[src/rtl/lsu_mem_ctrl_if.sv]
// CPU-side load/store request/response and RAM-side word port of the LSU.
interface lsu_mem_ctrl_if;
  logic        req_valid;
  logic        req_ready;
  logic        req_we;
  logic [1:0]  req_size;
  logic        req_signed;
  logic [31:0] req_addr;
  logic [31:0] req_wdata;
  logic        resp_valid;
  logic [31:0] resp_rdata;
  logic        resp_err;
  logic        mem_re;
  logic        mem_we;
  logic [31:0] mem_addr;
  logic [31:0] mem_wdata;
  logic [31:0] mem_rdata;

  modport slave (
    input  req_valid, req_we, req_size, req_signed, req_addr, req_wdata, mem_rdata,
    output req_ready, resp_valid, resp_rdata, resp_err,
    output mem_re, mem_we, mem_addr, mem_wdata
  );

  modport master (
    output req_valid, req_we, req_size, req_signed, req_addr, req_wdata, mem_rdata,
    input  req_ready, resp_valid, resp_rdata, resp_err,
    input  mem_re, mem_we, mem_addr, mem_wdata
  );
endinterface

[src/rtl/lsu_mem_ctrl.sv]
// Single-outstanding load/store controller for a word-wide little-endian RAM;
// sub-word stores go through a read-modify-write, bad accesses never reach the RAM.
module lsu_mem_lane (
  input  logic       sel,
  input  logic [7:0] old_b,
  input  logic [7:0] new_b,
  output logic [7:0] out_b
);
  assign out_b = sel ? new_b : old_b;
endmodule

module lsu_mem_ctrl #(
  parameter int ADDR_LIMIT = 1024
) (
  input logic            clk,
  input logic            rst_n,
  lsu_mem_ctrl_if.slave  bus
);
  localparam int NUM_LANES = 4;
  localparam int VEC_W     = 8;

  typedef enum logic [1:0] {IDLE, RD, WR, RESP} state_t;

  state_t state, state_n;

  // latched request fields needed after the accept edge
  logic        we_q, signed_q;
  logic [1:0]  size_q, addr_q;
  logic [15:0] wdata_q;

  logic        re_r, we_r, rv_r, rerr_r;
  logic [31:0] maddr_r, mwdata_r, rdata_r;
  logic        re_n, we_n, rv_n, rerr_n;
  logic [31:0] maddr_n, mwdata_n, rdata_n;

  logic accept, req_err;

  assign bus.req_ready  = (state == IDLE);
  assign bus.mem_re     = re_r;
  assign bus.mem_we     = we_r;
  assign bus.mem_addr   = maddr_r;
  assign bus.mem_wdata  = mwdata_r;
  assign bus.resp_valid = rv_r;
  assign bus.resp_err   = rerr_r;
  assign bus.resp_rdata = rdata_r;

  assign accept  = bus.req_valid && (state == IDLE);
  assign req_err = (bus.req_size == 2'b11) ||
                   (bus.req_size == 2'b01 && bus.req_addr[0]) ||
                   (bus.req_size == 2'b10 && bus.req_addr[1:0] != 2'b00) ||
                   (bus.req_addr >= 32'(ADDR_LIMIT));

  // sub-word merge: replicate store data across lanes, then pick lanes by mask
  logic [NUM_LANES-1:0]            lane_sel;
  logic [NUM_LANES-1:0][VEC_W-1:0] old_w, new_w, mrg_w;

  assign old_w = bus.mem_rdata;
  assign new_w = (size_q == 2'b00) ? {4{wdata_q[7:0]}} : {2{wdata_q}};

  always_comb begin
    lane_sel = '0;
    if (size_q == 2'b00) lane_sel[addr_q] = 1'b1;
    else                 lane_sel = addr_q[1] ? 4'b1100 : 4'b0011;
  end

  for (genvar i = 0; i < NUM_LANES; i++) begin : g_lane
    lsu_mem_lane u_lane (
      .sel   (lane_sel[i]),
      .old_b (old_w[i]),
      .new_b (new_w[i]),
      .out_b (mrg_w[i])
    );
  end

  // load extraction; valid halves have addr_q[0]==0 so one byte shifter serves both
  logic [31:0] ld_sh, ld_ext;
  assign ld_sh = bus.mem_rdata >> {addr_q, 3'b000};

  always_comb begin
    case (size_q)
      2'b00:   ld_ext = signed_q ? {{24{ld_sh[7]}}, ld_sh[7:0]}   : {24'b0, ld_sh[7:0]};
      2'b01:   ld_ext = signed_q ? {{16{ld_sh[15]}}, ld_sh[15:0]} : {16'b0, ld_sh[15:0]};
      default: ld_ext = bus.mem_rdata;
    endcase
  end

  always_comb begin
    state_n  = state;
    re_n     = 1'b0;
    we_n     = 1'b0;
    rv_n     = 1'b0;
    rerr_n   = 1'b0;
    rdata_n  = '0;
    maddr_n  = maddr_r;
    mwdata_n = mwdata_r;
    case (state)
      IDLE: begin
        if (accept) begin
          if (req_err) begin
            state_n = RESP;
            rv_n    = 1'b1;
            rerr_n  = 1'b1;
          end else if (!bus.req_we || bus.req_size != 2'b10) begin
            state_n = RD;
            re_n    = 1'b1;
            maddr_n = {bus.req_addr[31:2], 2'b00};
          end else begin
            state_n  = WR;
            we_n     = 1'b1;
            maddr_n  = {bus.req_addr[31:2], 2'b00};
            mwdata_n = bus.req_wdata;
          end
        end
      end
      RD: begin
        if (we_q) begin
          state_n  = WR;
          we_n     = 1'b1;
          mwdata_n = mrg_w;
        end else begin
          state_n = RESP;
          rv_n    = 1'b1;
          rdata_n = ld_ext;
        end
      end
      WR: begin
        state_n = RESP;
        rv_n    = 1'b1;
      end
      RESP: begin
        state_n  = IDLE;
        maddr_n  = '0;
        mwdata_n = '0;
      end
      default: state_n = IDLE;
    endcase
  end

  always_ff @(posedge clk or negedge rst_n) begin
    if (!rst_n) state <= IDLE;
    else        state <= state_n;
  end

  always_ff @(posedge clk or negedge rst_n) begin
    if (!rst_n) begin
      re_r     <= 1'b0;
      we_r     <= 1'b0;
      rv_r     <= 1'b0;
      rerr_r   <= 1'b0;
      rdata_r  <= '0;
      maddr_r  <= '0;
      mwdata_r <= '0;
      we_q     <= 1'b0;
      signed_q <= 1'b0;
      size_q   <= 2'b00;
      addr_q   <= 2'b00;
      wdata_q  <= '0;
    end else begin
      re_r     <= re_n;
      we_r     <= we_n;
      rv_r     <= rv_n;
      rerr_r   <= rerr_n;
      rdata_r  <= rdata_n;
      maddr_r  <= maddr_n;
      mwdata_r <= mwdata_n;
      if (accept) begin
        we_q     <= bus.req_we;
        signed_q <= bus.req_signed;
        size_q   <= bus.req_size;
        addr_q   <= bus.req_addr[1:0];
        wdata_q  <= bus.req_wdata[15:0];
      end
    end
  end
endmodule

[src/flat_wrapper.sv]
// flat-port wrapper written by rule: the top's interface ports become plain ports
module lsu_mem_ctrl_flat 
#(
  parameter int ADDR_LIMIT = 1024
)
  (clk, rst_n, bus_req_valid, bus_req_we, bus_req_size, bus_req_signed, bus_req_addr, bus_req_wdata, bus_mem_rdata, bus_req_ready, bus_resp_valid, bus_resp_rdata, bus_resp_err, bus_mem_re, bus_mem_we, bus_mem_addr, bus_mem_wdata);
  lsu_mem_ctrl_if bus_i ();
  input logic clk;
  input logic rst_n;
  input wire logic [$bits(bus_i.req_valid)-1:0] bus_req_valid;
  input wire logic [$bits(bus_i.req_we)-1:0] bus_req_we;
  input wire logic [$bits(bus_i.req_size)-1:0] bus_req_size;
  input wire logic [$bits(bus_i.req_signed)-1:0] bus_req_signed;
  input wire logic [$bits(bus_i.req_addr)-1:0] bus_req_addr;
  input wire logic [$bits(bus_i.req_wdata)-1:0] bus_req_wdata;
  input wire logic [$bits(bus_i.mem_rdata)-1:0] bus_mem_rdata;
  output wire logic [$bits(bus_i.req_ready)-1:0] bus_req_ready;
  output wire logic [$bits(bus_i.resp_valid)-1:0] bus_resp_valid;
  output wire logic [$bits(bus_i.resp_rdata)-1:0] bus_resp_rdata;
  output wire logic [$bits(bus_i.resp_err)-1:0] bus_resp_err;
  output wire logic [$bits(bus_i.mem_re)-1:0] bus_mem_re;
  output wire logic [$bits(bus_i.mem_we)-1:0] bus_mem_we;
  output wire logic [$bits(bus_i.mem_addr)-1:0] bus_mem_addr;
  output wire logic [$bits(bus_i.mem_wdata)-1:0] bus_mem_wdata;
  assign bus_i.req_valid = bus_req_valid;
  assign bus_i.req_we = bus_req_we;
  assign bus_i.req_size = bus_req_size;
  assign bus_i.req_signed = bus_req_signed;
  assign bus_i.req_addr = bus_req_addr;
  assign bus_i.req_wdata = bus_req_wdata;
  assign bus_i.mem_rdata = bus_mem_rdata;
  assign bus_req_ready = bus_i.req_ready;
  assign bus_resp_valid = bus_i.resp_valid;
  assign bus_resp_rdata = bus_i.resp_rdata;
  assign bus_resp_err = bus_i.resp_err;
  assign bus_mem_re = bus_i.mem_re;
  assign bus_mem_we = bus_i.mem_we;
  assign bus_mem_addr = bus_i.mem_addr;
  assign bus_mem_wdata = bus_i.mem_wdata;
  lsu_mem_ctrl #(.ADDR_LIMIT(ADDR_LIMIT)) u_core (.clk(clk), .rst_n(rst_n), .bus(bus_i));
endmodule
[config.mk]
export PLATFORM = sky130hd
export DESIGN_NAME = lsu_mem_ctrl_flat
export DESIGN_NICKNAME = d
export VERILOG_FILES = /design/src/rtl/lsu_mem_ctrl_if.sv /design/src/rtl/lsu_mem_ctrl.sv /design/src/flat_wrapper.sv
export SDC_FILE = /design/constraint.sdc
export NUM_CORES = 1
export LEC_CHECK = 0
export CORE_MARGIN = 4
export CORE_UTILIZATION = 31
export DETAILED_ROUTE_END_ITERATION = 6
export SYNTH_ARGS = -nofsm -noshare
export SYNTH_HDL_FRONTEND = slang
export SYNTH_SLANG_ARGS = --single-unit
[constraint.sdc]
create_clock -name clk -period 1.75 [get_ports clk]
set_input_delay 0.175 -clock clk [delete_from_list [all_inputs] [get_ports clk]]
set_output_delay 0.175 -clock clk [all_outputs]
set_load 0.05 [all_outputs]
# Yosys cells after proc, flatten, opt, wreduce, memory -nomap -nowiden

Index checks and enable logic that the tools add are counted.

Register bits: 124
Input port bits: 103
Output and inout bits: 101
Word-level logic and storage cells: 86

Order comparisons: 3
Eq/ne operators: 12
Shift-type cells: 1
Muxes and demuxes: 41
Reduce and logical (&&, ||, !) cells: 16

Operators by type and width:

| kind                 | number |
|---|---|
| $mux 32              | 11 |
| $pmux 32 s2          | 2 |
| $pmux 32 s3          | 1 |
| $ge 32x11->1 const B | 1 |
| $mux 8               | 4 |
| $shr 32x5->16        | 1 |
| $mux 1               | 14 |
| $eq 2x2->1 const B   | 4 |
| $mux 4               | 2 |
| $pmux 2 s4           | 1 |
| $eq 2x1->1 const B   | 3 |
| $mux 2               | 3 |
| $ne 2x2->1 const B   | 3 |
| $reduce_and 5->1     | 1 |
| $logic_and 1x1->1    | 4 |
| $logic_not 2->1      | 2 |
| $logic_or 1x1->1     | 4 |
| $ne 2x1->1 const B   | 2 |
| $reduce_bool 2->1    | 2 |
| $lt 2x3->1 const B   | 1 |
| $pmux 1 s3           | 1 |
| $reduce_and 3->1     | 1 |
| $reduce_bool 3->1    | 1 |
| $demux 1 s2          | 1 |
| 3 further kinds      | 3 |

# Longest topological paths before layout

Gate-level depths: netlist (run 1).

Depth after elaboration: 8
Depth in mapped cells: 7
Depth with buffers taken out: 6

# Modules after synthesis

A second synthesis (run 1) with hierarchy kept.

Cells, all modules: 558
Area, all modules: 6065.8 µm²

By module, submodules not included:

| module       | times used | cells each | area an instance (µm²) | seq. area each (µm²) |
|---|---|---|---|---|
| lsu_mem_ctrl | 1          | 522        | 5540.3                 | 3052.9 |
| lsu_mem_lane | 4          | 9          | 131.4                  | 0.0 |

# Worst setup path before layout (run 1)

Ideal clock, no wire load.

Kind: register to register
From: reg u_core.state[0]
To: reg u_core.maddr_r[11] (netlist: u_core.bus.mem_addr[11])
Setup time: 119 ps
Arrival time: 2076 ps
Required time: 1631 ps
Slack: -445 ps
Cell stages (with the launch flop): 8
Clock period less this slack: 2195 ps
Cells stage by stage: dfrtp_1 inv_1 ha_1 nand2_1 nor3_4 nor2b_1 clkbuf_1 and2_1

Cells in the longest elaborated chain, start to end: 4

RTL lines:

| what                              | RTL line            | source |
|---|---|---|
| from (decl)                       | lsu_mem_ctrl.sv:24  | `state_t state, state_n;` |
| from (signal assigned)            | lsu_mem_ctrl.sv:141 | `else state <= state_n;` |
| $logic_not 2->1 (*)               | --                  |  |
| named net bus_req_ready           | flat_wrapper.sv:17  | `output wire logic [$bits(bus_i.req_ready)-1:0] bus_req_ready;` |
| $logic_and 1x1->1                 | lsu_mem_ctrl.sv:47  | `assign accept = bus.req_valid && (state == IDLE);` |
| $ne 2x1->1 (no source line)       | --                  |  |
| $reduce_and 3->1 (no source line) | --                  |  |
| to (signal assigned)              | lsu_mem_ctrl.sv:164 | `maddr_r <= maddr_n;` |
| to (decl)                         | lsu_mem_ctrl.sv:32  | `logic [31:0] maddr_r, mwdata_r, rdata_r;` |

Mark *: on every way through the listed nets, which the timed path passes. The rest lies on a longest branch.
A chain may end at the register's enable or synchronous reset.

# Final worst setup path (run 1)

From: reg u_core.state[0]
To: reg u_core.mwdata_r[15] (netlist: u_core.bus.mem_wdata[15])

Cells in the longest elaborated chain, start to end: 4

RTL lines:

| what                              | RTL line                               | source |
|---|---|---|
| $logic_not 2->1                   | lsu_mem_ctrl.sv:47, lsu_mem_ctrl.sv:96 |  |
| $logic_and 1x1->1                 | lsu_mem_ctrl.sv:47                     |  |
| $ne 2x1->1 (no source line)       | --                                     |  |
| $reduce_and 5->1 (no source line) | --                                     |  |
| to (signal assigned)              | lsu_mem_ctrl.sv:165                    | `mwdata_r <= mwdata_n;` |
| to (decl)                         | lsu_mem_ctrl.sv:32                     |  |

Several ways; a longest one is shown, not always the timed one.

==> summary.txt, run 1 <==
Power and ir drop
  – Internal power contribution: 10800 uW
  – Net switching power: 7822 uW
  – Reg power frac: about a quarter
  – Total power: about 19000 uW
  – Leak pwr: between 0.004 and 0.005 uW
  – Power Density: 1915 nW/um^2
  – Sw Share: a little over two fifths
  – Clock Power Share: 18.7%
  – Peak VDD IR: between 0.001 and 0.0015 V
  – Comb power frac: between 50 and 60%

Logic synthesis
  – Syn_area_per_cell: 11.06 um^2
  – Top-area cell type share of the netlist area: ~50%
  – Most common library cells after synthesis: 122 x dfrtp_1, 49 x mux2_2, 44 x inv_1, 43 x a21oi_1, 32 x mux2i_1
  – Synth area leader: dfrtp_1
  – Post-synth EDFFs: 0
  – Mapped Cells: 546
  – Seq/Total Area, Yosys: around half
  – Syn Std Cell Area: around 6000 um^2
  – Ys Warns: 0
  – Seq cells post-synth: about 120
  – Top cells by area, synth: dfrtp_1 51%, mux2_2 9.1%, mux2i_1 5.3%
  – Most numerous cell in the Yosys netlist: dfrtp_1
  – Netlist cell types: between 40 and 50
  – Dominant synthesized flop cell: dfrtp_1
  – Share of flip-flops with an asynchronous set or reset: 100.0%

STA
  – # setup viols final: 70
  – Worst Setup Slack, final: -184.0 ps
  – Tightest Pin Transition: 565.3 ps
  – RSZ-0062 raised after global routing: true
  – Minimum clock period: slightly below 2000 ps
  – Setup TNS: -4299 ps
  – Peak Freq: 0.5171 GHz
  – Worst Skew: between 8 and 9 ps
  – Max_slew headroom: between 60% and 70%
  – Fin. max-slew vios: 0
  – Final hold viol count: 0
  – Tcrit/Tclk final: 110.5%

Setup path
  – Crit end category: register
  – CP max FO: 5
  – Setup Crit Path Kind: reg -> reg
  – Worst-path cell chain: buf_4 > inv_2 > ha_2 > nor3_4 > a41oi_4 > buf_6 > buf_12 > mux2_4
  – Crit path required time: between 2000 and 2500 ps
  – Critical path's slowest cell: dfrtp_2
  – Critical Path Start Type: register
  – CP arrival: between 2000 and 2500 ps
  – CP Buf/Inv Count: 4
  – Flop2flop setup slack: -180 ps
  – Top delay family on crit path: buffers and inverters
  – Slowest stage delay, CP: 440 ps

Drt
  – Per-cell routed wire length: between 15 and 20 um
  – Vias: approximately 5.2k
  – Drt drc: 0
  – Detailed Route WL: between 20000 and 25000 um
  – Antenna-violating nets left: 0
  – 1st-iter DRT viols: between 300 and 400
  – DR pass1 iterations: 5
  – Routed vias/inst: slightly below 5

Finish
  – Layout cell share with drive strength beyond 1: approximately a third
  – Fin nets: 911
  – N_diodes: 0
  – # fillers: between 1.5k and 2k
  – Area Overhead vs Synth: 61.07%
  – Fin area: between 9000 and 10000 um^2

Floorplanning
  – Ports: ~200
  – Core Area: ~19000 um^2
  – Die Y: 147.6 um
  – Die area: approximately 22000 um^2
  – Starting Density: 31.85%
  – Cell Rows: 50
  – Width of the die: about 150 um

GRT
  – Congestion Overflow GR: 0
  – Initial antenna violation count: 1
  – First-pass GRT wire length: around 32000 um
  – Total track usage: approximately a fifth
  – Largest net degree at the start of global routing: 40
  – Vias in the first global route: 5618

CTS
  – Clock Pin Slew Worst Setup and Hold Paths: about 50 ps
  – Clk_lat worst skew: 420 ps
  – CTS Buf Count: 17
  – Clock Root Buffer: clkbuf_16
  – Clk sinks: 122
  – Max Buffers Root-to-Sink: 2
  – # H-tree levels: 4
  – CTS tree: yes

Flow run
  – Max_cap viols: 0

Placed design
  – GPL Wtd Cong: 0.8419
  – Post-DP HPWL: between 15000 and 20000 um
  – Placed cell area: about 8600 um^2
  – IO buf count: approximately 200

Run status
  – Failing checks: setup timing
  – Outcome: complete, but fails checks

Worst hold path
  – Worst Hold Class: in -> async
[final timing paths]
path	end	cells past startpoint	start
worst min-delay path	u_core.bus.resp_rdata[3]	2	rst_n
min in group clk	u_core.bus.mem_addr[6]	3	bus_req_addr[6]
worst max-delay path	u_core.bus.mem_wdata[15]	8	u_core.state[0]
worst max register to register	u_core.bus.mem_wdata[15]	8	u_core.state[0]
max in group asynchronous	u_core.bus.resp_rdata[12]	3	rst_n
worst min register to register	u_core.bus.mem_addr[10]	1	u_core.bus.mem_addr[10]
[sequential cells by signal, indices dropped and copies added (netlist names)]
register,flops
u_core.wdata_q,16
u_core.bus.mem_we,1
u_core.bus.mem_wdata,32
u_core.size_q,2
u_core.bus.mem_re,1
u_core.bus.resp_valid,1
u_core.bus.resp_err,1
u_core.signed_q,1
u_core.we_q,1
u_core.bus.resp_rdata,32
u_core.addr_q,2
u_core.bus.mem_addr,30
u_core.state,2
[per-layer routing]
metal,up-vias,part of all wire [%],track usage (%),wire length [um]
li1,2416,-,-,-
met1,2561,42,24.08,8913
met2,196,49,31.89,10530
met3,37,6.1,5.212,1303
met4,2,2.6,6.431,560
met5,-,0.094,0,20
[through the flow]
step	cells	hold WS [ps]	setup WS (ps)	util (%)
4_1_cts	1070	331.7	-221.5	49.81
5_1_grt	1076	345.8	-272.2	51.31
6_report	1076	312.8	-184.0	51.31
3_3_place_gp	1024	205.6	-553.0	45.49
3_5_place_dp	1024	210.8	-700.4	45.49
2_1_floorplan	547	-120.6	0.6030	-
[worst register-to-register path: cells and delay by family, from the launching register on]
family / cells / cell delay (ps)
mux: 1 / 300
buf+inv: 4 / 540
compound gates: 1 / 220
flops: 1 / 440
fa+ha+maj: 1 / 250
simple gates: 1 / 70
[cell usage in the layout, fill, tap and decap left out, types with 3 or more instances in the layout]
cell	n
and2_1	15
a221oi_2	6
nand2_1	24
inv_1	42
clkbuf_1	3
buf_6	7
dfrtp_1	120
dlygate4sd2_1	29
nor2_1	29
mux2_2	39
buf_4	101
clkbuf_8	4
clkbuf_16	19
a22oi_1	17
a21oi_1	43
clkdlybuf4s50_1	107
mux2i_1	31
o21ai_0	24
clkinv_2	3
nand3b_1	8
dlymetal6s2s_1	14
nor2b_4	4
and2_4	7
nor3b_1	16
buf_12	10
mux2_4	24
nor2_4	4
a221o_1	8
nor4_2	4
[power by group through the flow]
stage | clock network, uW | logic, uW | registers [uW]
2_1_floorplan | 0 | 4580 | 6160
3_3_place_gp | 0 | 9390 | 4340
3_5_place_dp | 0 | 9510 | 4360
4_1_cts | 3540 | 10500 | 4330
5_1_grt | 3680 | 11400 | 4430
6_report | 3480 | 10800 | 4330
[timing repair]
item                                   4_1_cts  5_1_grt
buffers inserted                            10        7
pin swaps                                    4       11
gates cloned                                 5        3
hold buffers                                 1        0
setup endpoints to repair                  107      118
endpoints found under the hold margin       36        0
gates resized for setup                     57       55
[final cells by class]
class / count / area (um^2) / share of cell area (%)
clock buffers: 24 / 491.7 / 5.056
clock inverters: 7 / 90.09 / 0.9263
inverters: 44 / 165.2 / 1.698
multi-input cells: 344 / 2915 / 29.98
flip-flops and latches: 122 / 3055 / 31.42
well taps: 260 / 325.3 / 3.345
repair buffers: 275 / 2683 / 27.58
[logic make-up after synthesis]
group	share of synthesized area, %
buf+inv	5.760
simple gates	12.39
compound gates	12.47
mux	17.92
fa+ha+maj	0.8289
other cells	0.06210
flops	50.56
Power figures use the tool's default switching activity.
==> run 2, diff against run 1 <==
--- a/config.mk
+++ b/config.mk
@@ -10,4 +10,5 @@
 export DETAILED_ROUTE_END_ITERATION = 6
 export SYNTH_ARGS = -nofsm -noshare
 export SYNTH_HDL_FRONTEND = slang
+export SYNTH_HIERARCHICAL = 1
 export SYNTH_SLANG_ARGS = --single-unit
==> run 2 against run 1 <==
Against the previous run: global-route usage is 0.16 points higher; cell count is 1.7% higher; die area is 0.43% higher; power up 6.9%; area after synthesis is 0.46% higher; the run still ends with setup timing left; sequential power barely moved; critical path depth decreased by 2; worst hold slack got worse by 130 ps; highest routed layer is now met4; non-clock buffer count up 13; clock-buffer cell count shrank 6; synthesized cell count grew 2.2%.
==> summary.txt, run 2 <==
Run status
  – Outcome: complete, but fails checks
  – Failing checks: setup timing

STA
  – Peak Freq: around 0.55 GHz
  – Worst Setup Slack, final: -66.70 ps
  – Max_slew headroom: ~63%
  – # setup viols final: 9
  – Fin. max-slew vios: 0
  – Tcrit/Tclk final: 103.8%
  – Worst Skew: 8.419 ps
  – Minimum clock period: ~1800 ps
  – Final hold viol count: 0
  – Tightest Pin Transition: roughly 560 ps
  – RSZ-0062 raised after global routing: true

Finish
  – Commonest non-fill, non-tap cell in the layout: dfrtp_1
  – Most frequent cells in the layout: 118 x dfrtp_1, 103 x buf_4, 82 x clkdlybuf4s50_1, 65 x a21oi_1, 46 x dlygate4sd2_1
  – # fillers: ~1.7k
  – FF/Latch Area: a little over 3000 um^2
  – Post-layout util: 52.55%
  – Area Overhead vs Synth: 64.23%
  – Multi-input gate area: roughly 3200 um^2
  – Fin nets: between 900 and 1k
  – Layout cell share with drive strength beyond 1: 37.55%

Drt
  – Routed vias/inst: 5.137
  – 1st-iter DRT viols: between 400 and 500
  – Antenna-violating nets left: 0
  – Vias: between 5k and 6k
  – Per-cell routed wire length: 20.44 um
  – Detailed Route WL: 22360 um
  – DR pass1 iterations: 5
  – Drt drc: 0
  – Met1 Routed Length: 9680 um
  – Routed wl met2: 10900 um
  – Top layer in use: met4
  – WL met3: approximately 1400 um

Power and ir drop
  – Total power: between 15000 and 20000 uW
  – Net switching power: a little under 9000 uW
  – Comb power frac: around 61%
  – Internal power contribution: around 11000 uW
  – Sw Share: between 40% and 50%
  – Power Density: about 2000 nW/um^2
  – Peak VDD IR: 0.0008913 V
  – Reg power frac: a little over a fifth
  – Clock Power Share: between 10% and 20%
  – Leak pwr: 0.004916 uW

Setup path
  – Worst-path cell chain: nor2_4 > buf_12 > mux2_4 > mux2_4 > a22oi_2 > a21oi_1
  – CP Buf/Inv Count: 1
  – Crit path required time: ~2000 ps
  – Critical Path Start Type: register
  – Crit path top cell by count: mux2_4
  – Flop2flop setup slack: -70 ps
  – R2R depth: 6
  – Top delay family on crit path: multiplexers
  – Slowest stage delay, CP: between 400 and 500 ps
  – CP max FO: 10
  – Worst r2r src: u_core/size_q[1]
  – Reg-to-Reg End: u_core/bus.mem_wdata[12]
  – Crit end category: register
  – Critical path's slowest cell: dfrtp_2
  – Setup Crit Path Kind: reg -> reg
  – CP arrival: about 2100 ps

Logic synthesis
  – Synth area leader: dfrtp_1
  – Netlist cell types: 43
  – Syn_area_per_cell: approximately 11 um^2
  – Post-synth EDFFs: 0
  – Seq cells post-synth: 122
  – Top cells by area, synth: dfrtp_1 50%, mux2_4 7.9%, mux2_2 7.1%
  – Most numerous cell in the Yosys netlist: dfrtp_1
  – Most common library cells after synthesis: 122 x dfrtp_1, 83 x a21oi_1, 39 x a22oi_1, 38 x mux2_2, 36 x nand2_1
  – Dominant synthesized flop cell: dfrtp_1
  – Top-area cell type share of the netlist area: approximately half
  – Seq/Total Area, Yosys: just over 50%
  – Mapped Cells: approximately 560
  – Syn Std Cell Area: approximately 6100 um^2
  – Share of flip-flops with an asynchronous set or reset: 100.0%
  – Ys Warns: 6

CTS
  – Max Buffers Root-to-Sink: 2
  – Clk_lat worst skew: just over 400 ps
  – Clk sinks: roughly 120
  – # H-tree levels: 4
  – Clock Pin Slew Worst Setup and Hold Paths: 60 ps
  – CTS tree: yes
  – CTS Buf Count: 17
  – Clock Root Buffer: clkbuf_16

Floorplanning
  – Ports: roughly 200
  – Cell Rows: 50
  – Core Area: between 15000 and 20000 um^2
  – Width of the die: between 100 and 150 um
  – Die Y: between 100 and 150 um
  – Starting Density: between 30% and 40%
  – Die area: 21870 um^2

GRT
  – First-pass GRT wire length: 32940 um
  – Vias in the first global route: roughly 5.8k
  – Congestion Overflow GR: 0
  – Initial antenna violation count: 3
  – Largest net degree at the start of global routing: 56
  – Total track usage: 19.29%

Worst hold path
  – Worst Hold Class: in -> reg
  – Worst Hold Launch: bus_req_addr[1]
  – Hold Path Cell Cnt: 3
  – Hold EP: u_core/addr_q[1]

Flow run
  – Max_cap viols: 0

Placed design
  – Post-DP HPWL: between 15000 and 20000 um
  – IO buf count: roughly 200
  – GPL Wtd Cong: ~0.89
run 2: worst max-delay path by stage:
stage | start | slack, ps | depth (start not counted) | endpoint
after global routing | u_core/size_q[1] | -80 | 8 | u_core/bus.mem_wdata[9]
after global placement | bus_req_addr[28] | -450 | 7 | u_core/bus.mem_addr[4]
after floorplan | u_core/addr_q[0] | -30 | 8 | u_core/bus.mem_wdata[25]
after CTS | u_core/size_q[1] | -20 | 6 | u_core/bus.mem_wdata[11]
after detailed placement | bus_req_addr[28] | -510 | 7 | u_core/bus.mem_addr[5]
final | u_core/size_q[1] | -70 | 6 | u_core/bus.mem_wdata[12]
run 2: per-stage QoR:
stage          setup slack, ps  std cells  TNS, ps  hold slack [ps]  instance area [um^2]
2_1_floorplan           -26.92        559   -145.6           -120.6                  6261
3_3_place_gp            -448.7       1033   -32190            147.4                  8736
3_5_place_dp            -514.1       1033   -36700            152.4                  8736
4_1_cts                 -19.03       1074   -124.8            255.2                  9499
5_1_grt                 -78.97       1094    -1788            187.9                  9962
6_report                -66.70       1094   -248.8            180.2                  9962
run 2: layout make-up:
type	count	share of cell area, %
well taps	260	3.266
flip-flops and latches	122	30.70
multi-input cells	386	31.80
diodes	3	0.07536
inverters	4	0.1884
repair buffers	288	28.12
clock inverters	13	1.444
clock buffers	18	4.408
run 2: tightest hold or removal path, cell delays in order:
cell and delay (ps):
dlymetal6s2s_1 130, buf_4 120, mux2_2 130
run 2: cell families (layout without fill, tap and decap cells):
group                    Yosys count  after routing  share of synthesized area [%]
adder cells (fa/ha/maj)            5              5                          1.031
flip-flops                       122            122                          50.33
other                              1              5                        0.06182
AO/OA/AOI/OAI                    163            163                          16.61
multiplexers                      72             72                          15.51
buffers and inverters             51            323                          4.084
AND/OR/NAND/NOR                  144            144                          12.38
run 2: routing by layer:
metal | global-route usage [%] | up-vias
met4 | 6.420 | 0
met1 | 25.02 | 2840
li1 | - | 2534
met3 | 5.487 | 23
met2 | 31.20 | 223
met5 | 0 | -
run 2: what timing repair did:
action,in CTS,in global routing
gates resized for setup,84,81
endpoints found under the setup margin,92,104
setup buffers,9,13
pin swaps,11,23
gates cloned,0,5
hold buffers,1,0
hold endpoints to repair,32,0
run 2: power by group through the flow:
stage / Sequential, uW / Combinational (uW) / Clock (uW)
global placement: 4330 / 10200 / 0
global route: 4460 / 12700 / 3670
detailed placement: 4360 / 10300 / 0
CTS: 4360 / 10700 / 3520
floorplan: 6160 / 5110 / 0
finish: 4360 / 12100 / 3470
